--- config.mk ---
export PLATFORM = sky130hd
export DESIGN_NAME = seg_scan_mux
export DESIGN_NICKNAME = d
export VERILOG_FILES = /design/src/rtl/seg_scan_mux.sv
export SDC_FILE = /design/constraint.sdc
export NUM_CORES = 1
export LEC_CHECK = 0
export CORE_ASPECT_RATIO = 2
export CORE_MARGIN = 2
export CORE_UTILIZATION = 40
export CTS_CLUSTER_SIZE = 28
export DETAILED_ROUTE_END_ITERATION = 7
export GPL_TIMING_DRIVEN = 0
export PLACE_DENSITY = 0.65
export SYNTH_ARGS = -nofsm -noshare
export SYNTH_HDL_FRONTEND = slang
export SYNTH_SLANG_ARGS = --single-unit
--- constraint.sdc ---
create_clock -name clk -period 3.05 [get_ports clk]
set_input_delay 0.61 -clock clk [delete_from_list [all_inputs] [get_ports clk]]
set_output_delay 0.61 -clock clk [all_outputs]
set_load 0.005 [all_outputs]
--- src/rtl/seg_scan_mux.sv ---
// Time-multiplexed scanner for an 8-digit seven-segment display: slot timing,
// tear-free word swap at frame boundaries, guard blanking and leading-zero suppression.
module seg_scan_mux #(
  parameter int unsigned DIV   = 100000,
  parameter int unsigned GUARD = 16
) (
  input  logic        clk,
  input  logic        rst_n,
  input  logic [31:0] data,
  input  logic        load,
  input  logic [7:0]  dp_in,
  input  logic        lzs,
  output logic [7:0]  an,
  output logic [3:0]  nib,
  output logic        dp_n,
  output logic        frame
);

  localparam int unsigned CntW = (DIV > 1) ? $clog2(DIV) : 1;

  logic [CntW-1:0] cnt_q;
  logic [2:0]      idx_q;
  logic [31:0]     act_data_q, pend_data_q;
  logic [7:0]      act_dp_q, pend_dp_q;
  logic            pend_v_q;
  logic            slot_end, boundary;

  logic [7:0]      supp;
  logic            hi_zero;
  logic [7:0]      an_d;
  logic [3:0]      nib_d;
  logic            dp_n_d;

  assign slot_end = (cnt_q == CntW'(DIV - 1));
  assign boundary = slot_end && (idx_q == 3'd7);

  // A digit stays blank only while it and every digit to its left has a zero nibble
  // and an unlit dp, so a lit dp ends the leading-zero run.
  always_comb begin
    supp    = '0;
    hi_zero = 1'b1;
    for (int k = 7; k >= 0; k--) begin
      hi_zero = hi_zero & (act_data_q[4*k +: 4] == 4'h0) & ~act_dp_q[k];
      if (k != 0) supp[k] = lzs & hi_zero;
    end
  end

  always_comb begin
    nib_d  = act_data_q[{idx_q, 2'b00} +: 4];
    dp_n_d = ~act_dp_q[idx_q];
    if ((cnt_q < CntW'(GUARD)) || supp[idx_q]) begin
      an_d = 8'hFF;
    end else begin
      an_d = ~(8'b1 << idx_q);
    end
  end

  always_ff @(posedge clk or negedge rst_n) begin
    if (!rst_n) begin
      cnt_q <= '0;
      idx_q <= '0;
    end else if (slot_end) begin
      cnt_q <= '0;
      idx_q <= idx_q + 3'd1;
    end else begin
      cnt_q <= cnt_q + 1'b1;
    end
  end

  // A load landing on the boundary edge bypasses the pending register.
  always_ff @(posedge clk or negedge rst_n) begin
    if (!rst_n) begin
      act_data_q  <= '0;
      act_dp_q    <= '0;
      pend_data_q <= '0;
      pend_dp_q   <= '0;
      pend_v_q    <= 1'b0;
    end else if (boundary) begin
      if (load) begin
        act_data_q <= data;
        act_dp_q   <= dp_in;
      end else if (pend_v_q) begin
        act_data_q <= pend_data_q;
        act_dp_q   <= pend_dp_q;
      end
      pend_v_q <= 1'b0;
    end else if (load) begin
      pend_data_q <= data;
      pend_dp_q   <= dp_in;
      pend_v_q    <= 1'b1;
    end
  end

  always_ff @(posedge clk or negedge rst_n) begin
    if (!rst_n) begin
      an    <= 8'hFF;
      nib   <= 4'h0;
      dp_n  <= 1'b1;
      frame <= 1'b0;
    end else begin
      an    <= an_d;
      nib   <= nib_d;
      dp_n  <= dp_n_d;
      frame <= boundary;
    end
  end

endmodule

==> impl_metrics.yaml, run 1 <==
sta:
  min_period_ns: 2.57
  slew_headroom: 0.490
  setup_tns_ns: 0
  setup_viol: 0
  rsz0062_at_grt: "no"
  hold_viol: 0
  maxSlewViolCount: 0
  period_share: 0.841
  finClkSkew_ns: 0.00574
  fmax_mhz: 390
  tightest_slew_ns: 0.765
  layout_setup_ws_ns: 0.485
detailed_routing:
  vias: 3353
  drt-initial-drc-count: 167
  wirelength_mm: 10.7
  ant_nets: 0
  drc_errors: 0
  drt_pass1_iterations: 4
  viasPerCell: 5.28
  wl_per_cell_um: 16.8
placement:
  dpl.hpwl_mm: 7.50
  dp_worst_setup_slack_ns: 0.355
  placed_cell_area_um2: 6170
  place_congestion: 0.827
  port_buffers: 56
worst_setup_path:
  startpoint_type: "flop"
  cp.arrival_ns: 2.85
  cp.required_ns: 3.34
  cp-end-kind: "flop"
  crit_fanout: 10
  critPathKind: "flop to flop"
cells_and_area:
  fin_area_um2: 6800
  fillerInstances: 1143
  antenna_cells: 0
  nNetsFinal: 518
  drive_gt1_frac: 0.371
  post-route-util: 0.512
  syn_to_final_growth_pct: 26.2
global_route:
  grt_pass1_vias: 3398
  antenna_found_initial: 0
  grt_usage: 0.161
  grt_pass1_wl_mm: 17.8
  gr-total-overflow: 0
  grt_max_degree: 76
flow_run:
  drv_cap: 0
synth:
  avgSynthCellArea_um2: 13.8
  synth_warnings: 0
  yosysUniqueCellTypes: 41
  netlist_area_um2: 5390
  synthesis.nets: 442
  seq_area_frac_synth: 0.536
  postSynthCellCount: 391
  synth_seq_cells: 115
clock_network:
  insertion_delay_ns: 0.41
  cts_resized: 0
  h-tree-depth: 4
  cts_buffer_depth: 2
  cts_tree: "built"
  clockRootBuffer: "clkbuf_16"
  clk_pin_slew_ns: 0.05
  cts_made_buffers: 17
  cts_sinks: 115
  cts-hold-fix-buffers: 0
  cts_setup_buffers: 0
floorplan:
  die_y_um: 168
  io_pins: 58
  start_util: 0.405
  num_rows: 60
  die_x_um: 86.1
  dieArea_um2: 14500
  coreArea_um2: 13300
min_path:
  hold_path.class: "input pin to asynchronous set/reset pin"
status:
  outcome: "complete, no violations"
power:
  p_per_area_nw_per_um2: 594
  vdd_drop_max_v: 0.000469
  total_power_w: 0.00404
  power.leakage_nw: 2.90
==> power by group <==
part           leakage, nW  total (W)  switching, W  internal, W
clock network        0.301    0.00210      0.000673      0.00143
registers             1.44    0.00165     0.0000415      0.00160
logic                 1.15   0.000291      0.000111     0.000180
==> cell type report <==
| cell class | count | area, um^2 | share of cell area |
|---|---|---|---|
| sequential | 115 | 2890 | 0.425 |
| multi-input combinational | 250 | 2370 | 0.348 |
| timing repair buffer | 57 | 589 | 0.0866 |
| clock buffer | 24 | 482 | 0.0708 |
| tap | 155 | 194 | 0.0285 |
| clock inverter | 8 | 149 | 0.0219 |
| buffer | 20 | 108 | 0.0158 |
| inverter | 6 | 22.5 | 0.00331 |
==> Yosys cell counts <==
| library cell | number | share of area |
|---|---|---|
| o32ai_1 | 1 | 0.0016 |
| a31oi_1 | 1 | 0.0012 |
| ha_1 | 7 | 0.016 |
| nor3b_1 | 1 | 0.0014 |
| o211ai_1 | 2 | 0.0028 |
| a41oi_1 | 1 | 0.0016 |
| nand3_1 | 10 | 0.0093 |
| nor4_1 | 4 | 0.0046 |
| o31ai_1 | 2 | 0.0028 |
| nor4bb_1 | 1 | 0.0019 |
| buf_2 | 1 | 0.00093 |
| buf_6 | 4 | 0.0084 |
| mux4_2 | 10 | 0.042 |
| or3_1 | 1 | 0.0012 |
| and4_1 | 1 | 0.0016 |
| nand2_1 | 23 | 0.016 |
| nor4_4 | 1 | 0.0039 |
| nor2_1 | 18 | 0.013 |
| a21oi_1 | 1 | 0.00093 |
| buf_1 | 1 | 0.00070 |
| dfstp_2 | 9 | 0.044 |
| clkbuf_1 | 13 | 0.0091 |
| or2_2 | 1 | 0.0012 |
| mux2_2 | 119 | 0.25 |
| o41ai_1 | 3 | 0.0049 |
| or4_1 | 5 | 0.0070 |
| nand3_2 | 1 | 0.0019 |
| mux2i_1 | 3 | 0.0056 |
| clkbuf_2 | 1 | 0.00093 |
| or4_4 | 1 | 0.0021 |
| inv_1 | 6 | 0.0042 |
| xnor2_1 | 10 | 0.016 |
| mux2_1 | 2 | 0.0042 |
| dfrtp_1 | 106 | 0.49 |
| and2_1 | 1 | 0.0012 |
| nor3_1 | 4 | 0.0037 |
| o2111ai_1 | 4 | 0.0065 |
| nand4_1 | 5 | 0.0058 |
| nor4b_1 | 1 | 0.0016 |
| nor2b_1 | 1 | 0.0012 |
| xor2_1 | 4 | 0.0065 |
==> cell families after synthesis <==
kind of cell | Yosys count | share of synthesized area
xor gates and xnor gates | 14 | 0.0228
muxes | 134 | 0.300
and+or+nand+nor | 80 | 0.0780
DFF | 115 | 0.536
buffers and inverters | 26 | 0.0241
AOI/OAI and AO/OA | 15 | 0.0223
adders and majority gates | 7 | 0.0163
==> cells in the final DEF (no fill, tap or decap), drive strengths merged <==
master           n
a21oi            1
a31oi            1
a41oi            1
and2             1
and4             1
buf              8
bufinv           4
clkbuf          38
clkdlybuf4s50   55
clkinv           2
clkinvlp         2
dfrtp          106
dfstp            9
ha               7
inv              6
mux2           121
mux2i            3
mux4            10
nand2           23
nand3           11
nand4            5
nor2            18
nor2b            1
nor3             4
nor3b            1
nor4             5
nor4b            1
nor4bb           1
o2111ai          4
o211ai           2
o31ai            2
o32ai            1
o41ai            3
or2              1
or3              1
or4              6
xnor2           10
xor2             4
==> sequential cells by signal (all words and copies together) (netlist names) <==
| name | flops |
|---|---|
| act_data_q | 32 |
| act_dp_q | 8 |
| an | 8 |
| cnt_q | 17 |
| dp_n | 1 |
| frame | 1 |
| idx_q | 3 |
| nib | 4 |
| pend_data_q | 32 |
| pend_dp_q | 8 |
| pend_v_q | 1 |
==> layer usage <==
layer / GRT usage / wire length [um] / part of all wire
met5: 0 / 0 / 0
met1: 0.214 / 4800 / 0.45
met3: 0.0382 / 384 / 0.036
met4: 0.0642 / 218 / 0.020
met2: 0.251 / 5270 / 0.49
==> final timing paths <==
kind | start | end | slack, ns | cells past startpoint
setup / recovery | cnt_q[0] | act_data_q[0] | 0.48 | 6
hold / removal | rst_n | cnt_q[11] | 0.11 | 1
setup reg to reg | cnt_q[0] | act_data_q[0] | 0.48 | 6
hold reg to reg | cnt_q[0] | cnt_q[0] | 0.48 | 1
max in group asynchronous | rst_n | dp_n | 2.23 | 2
min in group clk | cnt_q[0] | cnt_q[0] | 0.48 | 1
==> critical path: stages, from the launching register on <==
cell and delay, ns:
dfrtp_1 0.37, ha_1 0.21, nand3_2 0.20, or4_4 0.57, nor4_4 0.51, buf_6 0.23, mux2_2 0.35
==> metrics by stage <==
stage               instances  hold WS [ns]
global placement          602         0.471
detailed placement        603         0.473
floorplan                 391         0.314
CTS                       635         0.120
global route              635         0.129
finish                    635         0.111
(Power assumes the default switching activity.)
==> inputs of run 2 (changes only) <==
clock period = 2.38 ns   (was 3.05 ns; I/O delays follow)
==> run 2 against run 1 <==
Power grew 28%. Non-clock buffer count grew 1. Worst setup slack lost 0.37 ns. Critical endpoint is now pend_data_q[30]. Cell count grew 0.16%. Largest cell class unchanged. Clock skew grew 0.00074 ns.
==> impl_metrics.yaml, run 2 (synthesis gave the netlist of run 1 again) <==
status:
  outcome: "complete, no violations"
floorplan:
  die_y_um: 168
  start_util: 0.405
  die_x_um: 86.1
  dieArea_um2: 14500
  io_pins: 58
  num_rows: 60
  coreArea_um2: 13300
global_route:
  grt_pass1_vias: 3403
  gr-total-overflow: 0
  grt_usage: 0.161
  grt_pass1_wl_mm: 17.8
  antenna_found_initial: 0
  grt_max_degree: 76
cells_and_area:
  final_cell_mix: "mux2_2 (119), dfrtp_1 (106), clkdlybuf4s50_1 (55)"
  fin_cells: 636
  syn_to_final_growth_pct: 27.4
  top_regs: "act_data_q: 32 flops, pend_data_q: 32 flops, cnt_q: 17 flops"
  final_common_cell: "mux2_2"
  nNetsFinal: 519
  post-route-util: 0.517
  antenna_cells: 0
  drive_gt1_frac: 0.385
placement:
  dp.cells: 603
  port_buffers: 56
  place_congestion: 0.827
  dpl.hpwl_mm: 7.50
detailed_routing:
  drt-initial-drc-count: 141
  viasPerCell: 5.28
  vias: 3355
  wirelength_mm: 10.7
  wl_per_cell_um: 16.9
  ant_nets: 0
  drc_errors: 0
  drt_pass1_iterations: 4
clock_network:
  cts_buffer_depth: 2
  clk_pin_slew_ns: 0.05
  h-tree-depth: 4
  clockRootBuffer: "clkbuf_16"
  cts_made_buffers: 17
  cts_sinks: 115
  cts_tree: "built"
  insertion_delay_ns: 0.41
sta:
  tightest_slew_ns: 0.760
  setup_tns_ns: 0
  rsz0062_at_grt: "yes"
  finClkSkew_ns: 0.00648
  period_share: 0.953
  hold_viol: 0
  whs_ns: 0.496
  min_period_ns: 2.27
  fmax_mhz: 441
  setup_viol: 0
  maxSlewViolCount: 0
  slew_headroom: 0.493
min_path:
  hold_path.class: "flop to flop"
worst_setup_path:
  startpoint_type: "flop"
  cp.arrival_ns: 2.56
  critPathKind: "flop to flop"
  cp-end-kind: "flop"
  cp.required_ns: 2.67
  crit_fanout: 10
power:
  power.leakage_nw: 2.92
  vdd_drop_max_v: 0.000602
  p_per_area_nw_per_um2: 756
flow_run:
  drv_cap: 0
## run 2: cell count changes in the layout (fill, tap and decap cells not counted)
cell,before,now
nand3_4,0,1
buf_6,5,2
ha_1,7,6
clkbuf_1,17,12
nand3_2,1,0
nor4_2,0,1
dlygate4sd3_1,0,1
clkbuf_2,1,5
nor4_1,4,3
buf_8,0,4
ha_4,0,1
## run 2: layout make-up
| class | count | area [um^2] |
|---|---|---|
| Buffer | 19 | 124 |
| Clock buffer | 24 | 482 |
| Clock inverter | 8 | 149 |
| Fill cell | 1132 | 6420 |
| Inverter | 6 | 22.5 |
| Multi-Input combinational cell | 250 | 2390 |
| Sequential cell | 115 | 2890 |
| Tap cell | 155 | 194 |
| Timing Repair Buffer | 59 | 611 |
## run 2: path summary, 6_finish.rpt
kind	cells past startpoint	slack (ns)	endpoint	start
hold / removal	1	0.50	cnt_q[6]	cnt_q[6]
setup reg to reg	5	0.11	pend_data_q[30]	idx_q[0]
setup / recovery	5	0.11	pend_data_q[30]	idx_q[0]
hold reg to reg	1	0.50	cnt_q[6]	cnt_q[6]
min in group asynchronous	2	0.55	cnt_q[11]	rst_n
max in group asynchronous	3	1.12	dp_n	rst_n
## run 2: critical path: stages (launching register included)
cell      delay [ns]
dfrtp_1         0.42
ha_1            0.24
ha_1            0.21
a41oi_1         0.49
clkbuf_2        0.40
mux2_2          0.38
## run 2: power breakdown
group          internal [W]  switching, W  total [W]
clock network       0.00183      0.000869    0.00270
registers           0.00206     0.0000532    0.00211
logic              0.000233      0.000142   0.000375
total               0.00412       0.00106    0.00519
## run 2: metrics by stage
step                      setup slack, ns  total power [W]  instance area, um^2
final                               0.112          0.00519                 6870
after global routing              -0.0223          0.00538                 6870
after CTS                         0.00682          0.00524                 6850
after detailed placement           -0.181          0.00252                 6170
after global placement              -3.66          0.00251                 6140
after floorplan                     0.158          0.00234                 5390
## run 2: what timing repair did
action / 4_1_cts / 5_1_grt
hold buffers: 1 / 0
pin swaps: 2 / 2
endpoints found under the hold margin: 29 / 0
buffers inserted: 1 / 0
endpoints found under the setup margin: 80 / 66
cloned: 0 / 0
gates resized for setup: 8 / 5
## run 2: metal layers
| metal | part of all wire | wire length (um) | up-vias | GRT usage |
|---|---|---|---|---|
| li1 | - | - | 1580 | - |
| met1 | 0.45 | 4820 | 1673 | 0.216 |
| met2 | 0.50 | 5340 | 86 | 0.252 |
| met3 | 0.039 | 415 | 16 | 0.0382 |
| met4 | 0.016 | 167 | 0 | 0.0600 |
| met5 | 0 | 0 | - | 0 |
